===== config.mk =====
export PLATFORM = sky130hd
export DESIGN_NAME = iter_divider
export DESIGN_NICKNAME = d
export VERILOG_FILES = /design/src/rtl/iter_divider.sv
export SDC_FILE = /design/constraint.sdc
export NUM_CORES = 1
export LEC_CHECK = 0
export CORE_ASPECT_RATIO = 1.75
export CORE_UTILIZATION = 60
export CTS_BUF_LIST = sky130_fd_sc_hd__clkbuf_4 sky130_fd_sc_hd__clkbuf_8
export DETAILED_ROUTE_END_ITERATION = 10
export DONT_BUFFER_PORTS = 1
export GPL_TIMING_DRIVEN = 0
export PLACE_DENSITY_LB_ADDON = 0.25
export SLEW_MARGIN = 20
export SYNTH_ARGS = -nofsm -noshare
export SYNTH_HDL_FRONTEND = slang
export SYNTH_SLANG_ARGS = --single-unit
export TNS_END_PERCENT = 100

===== constraint.sdc =====
create_clock -name clk -period 4.5 [get_ports clk]
set_input_delay 1.35 -clock clk [delete_from_list [all_inputs] [get_ports clk]]
set_output_delay 1.35 -clock clk [all_outputs]
set_load 0.1 [all_outputs]

===== src/rtl/iter_divider.sv =====
// iter_divider: multi-cycle restoring integer divider for the execute stage.
// One trial subtraction and one quotient bit per cycle. Handles signed and
// unsigned operands, divide-by-zero, ROB tag tracking and pipeline flush.
// Optional feature: define DIV_EARLY_OUT_EN to finish divide-by-zero and
// |dividend| < |divisor| requests in a single cycle.
module iter_divider #(
  parameter int WIDTH = 32,
  parameter int TAG_W = 6
) (
  input  logic             clk,
  input  logic             reset,
  input  logic             in_valid,
  output logic             in_ready,
  input  logic [WIDTH-1:0] dividend,
  input  logic [WIDTH-1:0] divisor,
  input  logic             is_signed,
  input  logic [TAG_W-1:0] in_tag,
  input  logic             flush,
  output logic             out_valid,
  input  logic             out_ready,
  output logic [WIDTH-1:0] quotient,
  output logic [WIDTH-1:0] remainder,
  output logic [TAG_W-1:0] out_tag,
  output logic             div_by_zero
);

  localparam int CNT_W = $clog2(WIDTH);

  typedef enum logic [1:0] {IDLE, BUSY, DONE} state_t;

  state_t           state, state_nxt;
  logic [CNT_W-1:0] step;
  logic [WIDTH-1:0] rem;       // partial remainder
  logic [WIDTH-1:0] dvd;       // dividend bits shift out the top, quotient bits shift in
  logic [WIDTH-1:0] dsr_abs;   // divisor magnitude
  logic [WIDTH-1:0] dvd_orig;  // raw dividend, returned unchanged on divide-by-zero
  logic             neg_q, neg_r, dz;

  // Request decode: magnitudes and signs of the incoming operands.
  logic             accept, dvd_neg, dsr_neg, early_out;
  logic [WIDTH-1:0] dvd_mag, dsr_mag;

  assign accept  = in_valid && in_ready && !flush;
  assign dvd_neg = is_signed && dividend[WIDTH-1];
  assign dsr_neg = is_signed && divisor[WIDTH-1];
  assign dvd_mag = dvd_neg ? -dividend : dividend;
  assign dsr_mag = dsr_neg ? -divisor  : divisor;

`ifdef DIV_EARLY_OUT_EN
  assign early_out = (divisor == '0) || (dvd_mag < dsr_mag);
`else
  assign early_out = 1'b0;
`endif

  // One restoring step. The shifted remainder is WIDTH+1 bits wide; its top
  // bit is rem[WIDTH-1], and when set the subtraction can never borrow, so
  // the difference is taken modulo 2^WIDTH on the low bits only.
  logic [WIDTH-1:0] rem_shift, diff, rem_step, q_step, q_final, r_final;
  logic             no_borrow, last_step;

  assign rem_shift = {rem[WIDTH-2:0], dvd[WIDTH-1]};
  assign no_borrow = rem[WIDTH-1] || (rem_shift >= dsr_abs);
  assign diff      = rem_shift - dsr_abs;
  assign rem_step  = no_borrow ? diff : rem_shift;
  assign q_step    = {dvd[WIDTH-2:0], no_borrow};
  assign last_step = (step == CNT_W'(WIDTH - 1));

  // MIN / -1 needs no special case: the magnitude 2^(WIDTH-1) is not
  // negated because both signs agree, and it already reads as MIN.
  assign q_final = dz ? '1       : (neg_q ? -q_step   : q_step);
  assign r_final = dz ? dvd_orig : (neg_r ? -rem_step : rem_step);

  assign in_ready  = (state == IDLE);
  assign out_valid = (state == DONE);

  // State register.
  always_ff @(posedge clk) begin
    // NOTE: sequential state uses non-blocking assignments so every register
    // samples pre-edge values, independent of statement order.
    if (reset) state <= IDLE;
    else       state <= state_nxt;
  end

  // Next-state logic; flush wins over everything else.
  always_comb begin
    // NOTE: the default assignment first keeps this purely combinational;
    // any path that left state_nxt unassigned would infer a latch.
    state_nxt = state;
    unique case (state)
      IDLE: if (accept)     state_nxt = early_out ? DONE : BUSY;
      BUSY: if (last_step)  state_nxt = DONE;
      DONE: if (out_ready)  state_nxt = IDLE;
      default:              state_nxt = IDLE;
    endcase
    if (flush) state_nxt = IDLE;
  end

  // Operand capture, iteration and result registers.
  always_ff @(posedge clk) begin
    if (reset) begin
      step        <= '0;
      rem         <= '0;
      dvd         <= '0;
      dsr_abs     <= '0;
      dvd_orig    <= '0;
      neg_q       <= 1'b0;
      neg_r       <= 1'b0;
      dz          <= 1'b0;
      quotient    <= '0;
      remainder   <= '0;
      out_tag     <= '0;
      div_by_zero <= 1'b0;
    end else if (accept) begin
      step     <= '0;
      rem      <= '0;
      dvd      <= dvd_mag;
      dsr_abs  <= dsr_mag;
      dvd_orig <= dividend;
      neg_q    <= dvd_neg ^ dsr_neg;
      neg_r    <= dvd_neg;
      dz       <= (divisor == '0);
      out_tag  <= in_tag;
`ifdef DIV_EARLY_OUT_EN
      if (early_out) begin
        quotient    <= (divisor == '0) ? '1 : '0;
        remainder   <= dividend;
        div_by_zero <= (divisor == '0);
      end
`endif
    end else if (state == BUSY && !flush) begin
      step <= step + CNT_W'(1);
      rem  <= rem_step;
      dvd  <= q_step;
      if (last_step) begin
        quotient    <= q_final;
        remainder   <= r_final;
        div_by_zero <= dz;
      end
    end
  end

endmodule

==> results.yml <==
timing:
  fin_skew_ps: 16.6
  worst_slack_ps: -91.2
  post-route-min-period_ps: 4590
  hold_violations: 0
  relSlewSlack_pct: 27.2
  fin_hold_ws_ps: 453
  max_freq_ghz: 0.218
  rsz0062_at_grt: "true"
  period_share_pct: 102
  finalMaxSlewViolations: 0
  worstMarginPinSlew_ps: 1090
  finalSetupViolations: 1
drt:
  drc: 0
  drt_iter0_drc: 951
  vias_per_cell: 6.45
  ant_nets: 0
  drt-total-wl_mm: 48.3
  firstDrtPassIters: 7
  num_vias: 13500
  drt-wirelength-per-cell_um: 23.0
finish:
  fin_nets: 1899
  layout-drive-gt1-share_pct: 9.04
  post-route-util_pct: 67.9
  final_area_um2: 14500
  layout.cells.non_filler: 2096
  n_antenna_cell: 0
  syn2layout_area_growth_pct: 11.2
  num-fill-cells: 1897
power_and_ir_drop:
  finalPower_mw: 5.24
  p_sw_share_pct: 35.5
  pwr-share-clk_pct: 30.1
  p_int_mw: 3.38
  power.switching_mw: 1.86
  max-vdd-ir-drop_uv: 347
  p_per_area_nw_per_um2: 361
  power.leakage_nw: 5.17
  combPwrFrac_pct: 31.6
  sequentialPowerShare_pct: 38.2
die:
  dieArea_um2: 22400
  initial_core_util_pct: 61.1
  die_h_um: 197
  die_x_um: 114
  core_um2: 21400
  num_rows: 71
  pin_count: 149
min_path:
  worstHoldStart: "dvd_orig[27]"
  min_path_type: "reg2reg"
placed_design:
  place_hpwl_mm: 37.9
  portBuffers: 0
  post_dp_cell_area_um2: 13500
  routabilityCongestion: 1.04
  dp.cells: 2026
clock_tree:
  insertion_delay_ps: 580
  htree_levels: 1
  cts.sinks: 209
  cts_root_buffer: "clkbuf_8"
  cts_hold_buf: 0
  cts_inserted_buffers: 30
  clock_path_buffers: 3
  path_clk_slew_ps: 70
  cts_tree: "built"
grt:
  grt_antenna_before_repair: 0
  grt_first_pass_wirelength_mm: 72.8
  overflow: 0
  grt_max_degree: 19
  grt.total_usage_pct: 43.0
  grt_pass1_vias: 13400
synthesis:
  syn_avg_cell_area_um2: 7.55
  yosysTopAreaCell: "dfxtp_1"
  syn-num-nets: 1847
  postSynthCellCount: 1732
  synth-edff-count: 0
  synthArstFlopShare_pct: 0
  synth-seq-cells: 209
  seq_area_frac_synth_pct: 32.0
  syn_area_um2: 13100
  synth_area_leaders: "dfxtp_1 (32%), nand2_1 (7.3%), nor2_1 (6.3%), a211oi_1 (5.3%), a21oi_1 (5.2%)"
  yosysWarnings: 0
  synth_cell_types: 77
  synth_top_area_share_pct: 32.0
  synth_flop_cell: "dfxtp_1"
worst_setup_path:
  critPathMaxFanout: 7
  critPathCaptureType: "register"
  path_cells: "inv_1, ha_1, a21oi_2, o21ai_0, a31oi_2, buf_4, o2111ai_4, buf_4, nor3_2, nand4_1, or4_1, o31ai_1, xor2_1, a211oi_1"
  critPathLaunch: "dsr_abs[11]"
  r2r-start: "dsr_abs[11]"
  cp_slowest_cell: "or4_1"
  slowest_delay_ps: 630
  arrival_ps: 5020
  path_class: "reg2reg"
  worstPathRequired_ps: 4930
  cp-start-kind: "register"
  cp_common_cell: "buf_4"
status:
  violations: "negative setup slack"
  status: "finished, violations left"
run:
  drv_cap: 0
==> final cells by class <==
cell class,instances,area [µm²],area share [%]
well taps,292,365,2.51
inverters,55,206,1.42
flip-flops and latches,209,4190,28.8
plain buffers,112,490,3.37
multi-input cells,1354,8490,58.4
clock buffers,49,606,4.16
repair buffers,22,181,1.25
clock inverters,3,15.0,0.103
==> per-stage QoR <==
stage	setup TNS (ps)	setup WS, ps
global placement	-15730	-1130
detailed placement	-16810	-1180
finish	-91.2	-91.2
CTS	0	38.2
global route	-324	-60.4
floorplan	0	12.4
==> logic make-up after synthesis <==
logic type      after synthesis  share of synthesized area, %
buf+inv                     169                          5.09
simple gates                670                          23.2
mux                          27                          2.11
compound gates              485                          24.9
flops                       209                          32.0
fa+ha+maj                    39                          3.79
xor+xnor                    133                          8.91
==> worst max-delay path: cells and delay by family (launching register included) <==
family | cells | cell delay (ps)
simple gates | 3 | 1520
compound gates | 6 | 1210
xor+xnor | 1 | 540
buf+inv | 3 | 460
fa+ha+maj | 1 | 370
flops | 1 | 340
==> synthesized netlist by cell type (all sizes together), types with 3 or more instances <==
master     n
a211o      3
a211oi    97
a21boi     4
a21o      10
a21oi    138
a22oi      5
a311oi    28
a31oi     13
and2      10
and3      20
buf       25
clkbuf    89
dfxtp    209
ha        38
inv       55
mux2       5
mux2i     22
nand2    255
nand2b    13
nand3     17
nand3b     5
nand4     15
nor2     221
nor2b      3
nor3      43
nor3b      5
nor4       8
o2111ai    5
o211a      8
o211ai    15
o21a       9
o21ai     76
o21bai     3
o22ai      7
o311ai     4
o31a       4
o31ai     30
o41ai     13
or2        6
or3       23
or4       16
xnor2     59
xor2      74
==> flip-flops by register name, indices dropped and copies added (netlist names) <==
register / count
div_by_zero: 1
step: 5
quotient: 32
dsr_abs: 32
state: 2
dvd_orig: 32
dz: 1
dvd: 32
neg_q: 1
neg_r: 1
out_tag: 6
rem: 32
remainder: 32
==> placed cells by master, fill, tap and decap left out, drive strengths merged, types with 9 or more instances in the layout <==
cell type / Yosys / layout
nand2: 255 / 255
nor2: 221 / 221
dfxtp: 209 / 209
a21oi: 138 / 138
clkbuf: 89 / 138
a211oi: 97 / 97
o21ai: 76 / 76
xor2: 74 / 74
xnor2: 59 / 59
inv: 55 / 55
buf: 25 / 45
nor3: 43 / 43
ha: 38 / 38
o31ai: 30 / 30
a311oi: 28 / 28
or3: 23 / 23
mux2i: 22 / 22
and3: 20 / 20
nand3: 17 / 17
or4: 16 / 16
o211ai: 15 / 15
nand4: 15 / 15
o41ai: 13 / 13
a31oi: 13 / 13
nand2b: 13 / 13
a21o: 10 / 10
and2: 10 / 10
o21a: 9 / 9
==> layer usage <==
| metal | track usage [%] | part of all wire, % |
|---|---|---|
| met2 | 74.7 | 48 |
| met5 | 0 | 0 |
| met4 | 50.0 | 14 |
| met3 | 8.62 | 6.3 |
| met1 | 38.3 | 32 |
==> power by group through the flow <==
| stage | logic [mW] | clock network, mW | registers (mW) |
|---|---|---|---|
| 2_1_floorplan | 1.09 | 0 | 2.02 |
| 3_3_place_gp | 1.45 | 0 | 2.04 |
| 3_5_place_dp | 1.47 | 0 | 2.04 |
| 4_1_cts | 1.55 | 1.58 | 2.00 |
| 5_1_grt | 1.77 | 1.67 | 2.01 |
| 6_report | 1.66 | 1.58 | 2.01 |
==> what timing repair did <==
action | CTS | global route
endpoints found under the setup margin | 33 | 18
pin swaps | 14 | 14
buffers inserted | 12 | 8
gates resized for setup | 26 | 36
==> worst paths after layout <==
check                               endpoint  slack [ps]  cells past startpoint
worst max-delay path            quotient[31]         -90                     14
worst min-delay path            dvd_orig[27]         450                      2
worst max register to register  quotient[31]         -90                     14
worst min register to register  dvd_orig[27]         450                      2
(Power assumes the default switching activity.)
